`src/rtl/booth4_mul_unit.sv`:
```
// Iterative radix-4 Booth multiplier for the RV32IM M-extension execute stage.
// Handles MUL/MULH/MULHSU/MULHU by extending both operands to XLEN+2 bits and
// running a signed (XLEN+2)x(XLEN+2) Booth recode, UNROLL digits per cycle.
module booth4_mul_unit #(
    parameter int XLEN   = 32,
    parameter int UNROLL = 1
) (
    input  logic            clk,
    input  logic            rst,
    input  logic            flush,
    input  logic            in_valid,
    output logic            in_ready,
    input  logic [1:0]      op,
    input  logic [XLEN-1:0] rs1,
    input  logic [XLEN-1:0] rs2,
    output logic            out_valid,
    input  logic            out_ready,
    output logic [XLEN-1:0] result,
    output logic            busy
);

    localparam int W  = XLEN + 2;
    localparam int D  = W / 2;
    localparam int C  = (D + UNROLL - 1) / UNROLL;
    localparam int CW = (C > 1) ? $clog2(C) : 1;

    typedef enum logic [1:0] {
        S_IDLE = 2'd0,
        S_RUN  = 2'd1,
        S_DONE = 2'd2
    } state_t;

    state_t                r_state;
    logic [CW-1:0]         r_cnt;
    logic signed [W+1:0]   r_ac;
    logic [W:0]            r_q;      // multiplier bits above the Booth guard bit r_q[0]
    logic signed [W+1:0]   r_pm;
    logic signed [W+1:0]   r_p2m;
    logic signed [W+1:0]   r_nm;
    logic signed [W+1:0]   r_n2m;
    logic                  r_hi;
    logic [XLEN-1:0]       r_result;

    logic                  w_s1;
    logic                  w_s2;
    logic signed [W+1:0]   w_mcand;
    logic signed [W+1:0]   w_ac_nxt;
    logic [W:0]            w_q_nxt;
    logic [2*W-1:0]        w_prod;
    logic [XLEN-1:0]       w_res;
    logic                  w_unused;

    // Booth digit {q[i+1], q[i], q[i-1]} selects one of the precomputed multiples
    function automatic logic signed [W+1:0] booth_sel(
        input logic [2:0]          dig,
        input logic signed [W+1:0] pm,
        input logic signed [W+1:0] p2m,
        input logic signed [W+1:0] nm,
        input logic signed [W+1:0] n2m
    );
        case (dig)
            3'b001, 3'b010: booth_sel = pm;
            3'b011:         booth_sel = p2m;
            3'b100:         booth_sel = n2m;
            3'b101, 3'b110: booth_sel = nm;
            default:        booth_sel = '0;
        endcase
    endfunction

    // Signedness per op: rs1 unsigned only for MULHU, rs2 unsigned for MULHSU/MULHU
    assign w_s1    = (op != 2'b11) & rs1[XLEN-1];
    assign w_s2    = ~op[1] & rs2[XLEN-1];
    assign w_mcand = {{4{w_s1}}, rs1};

    // Retire up to UNROLL digits; digits beyond D hold state so the product stays aligned
    always_comb begin
        w_ac_nxt = r_ac;
        w_q_nxt  = r_q;
        for (int u = 0; u < UNROLL; u++) begin
            if (int'(r_cnt) * UNROLL + u < D) begin
                w_ac_nxt = w_ac_nxt + booth_sel(w_q_nxt[2:0], r_pm, r_p2m, r_nm, r_n2m);
                w_q_nxt  = {w_ac_nxt[1:0], w_q_nxt[W:2]};
                w_ac_nxt = w_ac_nxt >>> 2;
            end
        end
    end

    // Low 2W bits of {AC,Q} hold the product once all D digits are retired
    assign w_prod   = {w_ac_nxt[W-1:0], w_q_nxt[W:1]};
    assign w_res    = r_hi ? w_prod[2*XLEN-1:XLEN] : w_prod[XLEN-1:0];
    assign w_unused = ^w_prod[2*W-1:2*XLEN];

    // Control FSM and iterative datapath; flush aborts anything in flight
    always_ff @(posedge clk or posedge rst) begin
        if (rst) begin
            r_state  <= S_IDLE;
            r_cnt    <= '0;
            r_ac     <= '0;
            r_q      <= '0;
            r_pm     <= '0;
            r_p2m    <= '0;
            r_nm     <= '0;
            r_n2m    <= '0;
            r_hi     <= 1'b0;
            r_result <= '0;
        end else if (flush) begin
            r_state <= S_IDLE;
            r_cnt   <= '0;
        end else begin
            case (r_state)
                S_IDLE: begin
                    if (in_valid) begin
                        r_ac    <= '0;
                        r_q     <= {w_s2, w_s2, rs2, 1'b0};
                        r_pm    <= w_mcand;
                        r_p2m   <= w_mcand <<< 1;
                        r_nm    <= -w_mcand;
                        r_n2m   <= -(w_mcand <<< 1);
                        r_hi    <= (op != 2'b00);
                        r_cnt   <= '0;
                        r_state <= S_RUN;
                    end
                end
                S_RUN: begin
                    r_ac  <= w_ac_nxt;
                    r_q   <= w_q_nxt;
                    r_cnt <= r_cnt + 1'b1;
                    if (r_cnt == CW'(C - 1)) begin
                        r_result <= w_res;
                        r_state  <= S_DONE;
                    end
                end
                S_DONE: begin
                    if (out_ready) begin
                        r_state <= S_IDLE;
                    end
                end
                default: r_state <= S_IDLE;
            endcase
        end
    end

    assign in_ready  = (r_state == S_IDLE);
    assign out_valid = (r_state == S_DONE);
    assign busy      = (r_state != S_IDLE);
    assign result    = r_result;

endmodule

```
`config.mk`:
```
export PLATFORM = sky130hd
export DESIGN_NAME = booth4_mul_unit
export DESIGN_NICKNAME = d
export VERILOG_FILES = /design/src/rtl/booth4_mul_unit.sv
export SDC_FILE = /design/constraint.sdc
export NUM_CORES = 1
export LEC_CHECK = 0
export CORE_UTILIZATION = 45
export DETAILED_ROUTE_END_ITERATION = 7
export GPL_ROUTABILITY_DRIVEN = 0
export MAX_ROUTING_LAYER = met4
export PLACE_DENSITY = 0.76
export REMOVE_ABC_BUFFERS = 1
export SYNTH_ARGS = -nofsm -noshare
export SYNTH_HDL_FRONTEND = slang
export SYNTH_SLANG_ARGS = --single-unit
```
`constraint.sdc`:
```
create_clock -name clk -period 9.46 [get_ports clk]
set_input_delay 1.892 -clock clk [delete_from_list [all_inputs] [get_ports clk]]
set_output_delay 1.892 -clock clk [all_outputs]
set_load 0.01 [all_outputs]
```
==> impl_results.md <==
* Critical Path Slowest Stage Cell: dfrtp_4
* CP endpoint kind: flip-flop
* Post-CTS resize count at 0
* Die Area at 28030 um^2
* Clock buffer count from CTS at 17
* Synth unique cells at 74
* Synthesized netlist cell count at 1540
* Synthesis Warnings at 0
* Setup TNS at 0 ns
* Max Buffers Root-to-Sink at 2
* Actual slew at the worst max-slew pin at 1.021 ns
* Tcrit/Tclk final at around half
* Filler Cells Inserted at between 2k and 2.5k
* Register Area at between 4000 and 5000 um^2
* Total GRT Usage at about a quarter
* Family with the most delay on the worst path: compound AO/OA/AOI/OAI gates
* Commonest cells after routing, fill and taps aside: 301 x nand2_1, 175 x dfrtp_1, 156 x nor2_1, 155 x a21oi_1, 138 x o21ai_0
* Total number of vias at 11.71k
* DR DRC count at 0
* Clock transition at path regs at around 0.07 ns
* CP startpoint: r_q[0]
* Crit Path Class: reg -> reg
* Slew headroom at between 30% and 40%
* Crit path max fanout at 53
* Hold Crit Start: result[6]
* Share of layout cells above drive strength 1 at just over 6%
* Final WS setup at 4.812 ns
* Post-synth EDFFs at 0
* Largest net degree at the start of global routing at 110
* WP buf/inv at 1
* H-tree depth at 4
* Tot Pwr at around 3200 uW
* Die Wd at 167.4 um
* Worst Path Required at a little under 10 ns
* Area of the mapped netlist at 12320 um^2
* Vias in the first global route at approximately 11k
* Layout area overhead at 14.78%
* TritonRoute pass-1 iters at 5
* Maximum vdd drop at around 0.14 mV
* WHS at roughly 0.48 ns
* Nature of the critical path startpoint: flip-flop
* Vias per inst at just over 6
* DRT iter0 DRCs at ~1.3k
* Clock Skew at 0.01006 ns
* Compound-cell area share of the yosys netlist at roughly a quarter
* Finished Core Util at between 50 and 60%
* Outcome: completed
* Most common cell after layout, fill and taps aside: nand2_1
* Power Density at roughly 230 nW/um^2
* FMAX at roughly 220 MHz
* Ys flop type: dfrtp_1
* Largest family of logic cells by synthesized area: compound AO/OA/AOI/OAI gates
* Fraction of the mapped netlist area in adder cells at roughly 4%
* Async S/R FF share, synth at 100.0%
* Slew Viols, Final at 0
* IO Port Bufs at 105
* Final WL at 34.63 mm
* HP Class: reg -> reg
* XOR/XNOR Fraction of Synth Area at 3.840%
* Boundary pin count at ~110
* Max-cap violations at 0
* CTS Sinks at roughly 180
* Post-Place Setup Slack at slightly below 5 ns
* CP arrival at 4.98 ns
* FF-to-FF Start: r_q[0]
* Final nets at approximately 1.7k
* CTS tree: built
* Flops & latches, synth at 177
* Crit path cell chain: buf_4 -> mux2i_1 -> nor2_1 -> a31oi_1 -> o21ai_0 -> ha_1 -> a21o_1 -> a21o_1 -> a21oi_1 -> o21ai_0 -> a21oi_1 -> a31oi_1 -> or3_1 -> a32o_1
* Synth Area in Simple Gates at between 20% and 30%
* Mean post-synth cell area at 7.997 um^2
* Root Driver: clkbuf_16
* Final Critical Period at about 4.6 ns
* Final hold violation count at 0
* GRT overflow at 0
* Post-CTS Hold Buffers at 0
* Sequential-to-total area share from yosys stat at a little over a third
* Final setup violation count at 0
* CP peak stage delay at around 0.85 ns
* Chip height at about 170 um
* Mux contribution to synthesized area at 8.036%
* WL per Instance at ~18 um
* Core Region at 26880 um^2
* Post-CTS Setup Bufs at 0
* Post-route ant nets at 0
* Detail Placement HPWL at 24.05 mm
* Pleak at just over 0.006 uW
* RSZ-0062 raised after global routing: false
* Site Rows at 60
* Initial antenna violation count at 0
* Area occupied by multi-input gates at 7415 um^2
* Clock Latency Late Sink at approximately 0.44 ns
* Initial Util at between 40% and 50%
* Antenna cells at 0
* First-pass GRT wire length at approximately 56 mm
==> tightest hold or removal path, delay by kind of cell, from the launching register on <==
family,cells,cell delay [ns]
and+or+nand+nor,2,0.10
DFF,1,0.35
==> registers in the layout, indices dropped and copies added, names as in the netlist <==
register  cells
r_nm         36
r_q          35
r_ac         34
r_p2m        32
result       32
r_cnt         5
r_state       2
r_hi          1
==> per-layer routing <==
layer	GRT usage, %	vias up	share of wire (%)
li1	-	5534	-
met1	36.26	5611	46
met2	37.23	507	44
met3	3.734	54	7.5
met4	7.978	0	2.2
met5	-	-	0
==> through the flow <==
| stage | cell area (um^2) | std cells |
|---|---|---|
| 4_1_cts | 14140 | 1928 |
| 6_report | 14140 | 1928 |
| 3_3_place_gp | 13550 | 1896 |
| 2_1_floorplan | 11900 | 1434 |
| 5_1_grt | 14140 | 1928 |
| 3_5_place_dp | 13550 | 1896 |
==> logic make-up (layout without fill, tap and decap cells) <==
logic type | after synthesis | in the layout
fa+ha+maj | 39 | 39
flops | 177 | 177
simple gates | 574 | 574
compound gates | 478 | 478
buf+inv | 132 | 179
xor+xnor | 54 | 54
mux | 86 | 86
==> final timing paths <==
kind                       slack (ns)  cells past startpoint   endpoint
max                              4.81                     14   r_ac[31]
min                              0.48                      2  result[6]
max reg2reg                      4.81                     14   r_ac[31]
min reg2reg                      0.48                      2  result[6]
max in group asynchronous        5.89                      3     r_q[0]
min in group asynchronous        2.03                      2   r_cnt[3]
==> Yosys cell counts (all sizes together), types with 4 or more instances <==
cell type  count  area, um^2
nand2        302        1136
dfrtp        177        4429
a21oi        160       815.8
nor2         157       589.3
o21ai        144       724.4
clkbuf        80       300.3
mux2i         73       730.7
a31oi         51       319.1
ha            38       475.5
xnor2         27       236.5
xor2          27       236.5
buf           26       117.6
inv           26       97.59
nor3          23       126.4
a22o          21       183.9
a21o          20       150.1
nand3         17       85.08
or3           17       116.4
nor2b         14       87.58
o211ai        11       87.58
mux4          10       225.2
nor4           9       101.4
a211oi         8       70.06
and3           7       43.79
o22a           7       61.31
nand2b         6       37.54
nand4          6       37.54
o21a           6       45.04
o22ai          6       37.54
a32o           5       50.05
o221ai         5       43.79
o31ai          5       42.54
a221oi         4       35.03
nand3b         4       30.03
==> area by class of cell <==
class,instances,share of cell area (%)
clock buffer,18,3.036
inverter,26,0.7258
tap,341,3.018
multi-input combinational,1231,52.45
clock inverter,14,1.115
sequential,177,31.37
timing repair buffer,121,8.285
==> power by group <==
part	switching, uW	leakage (uW)	internal, uW
Combinational	838	0.00368	571
Sequential	181	0.00224	897
Clock	329	0.000280	393
Power figures use the tool's default switching activity.
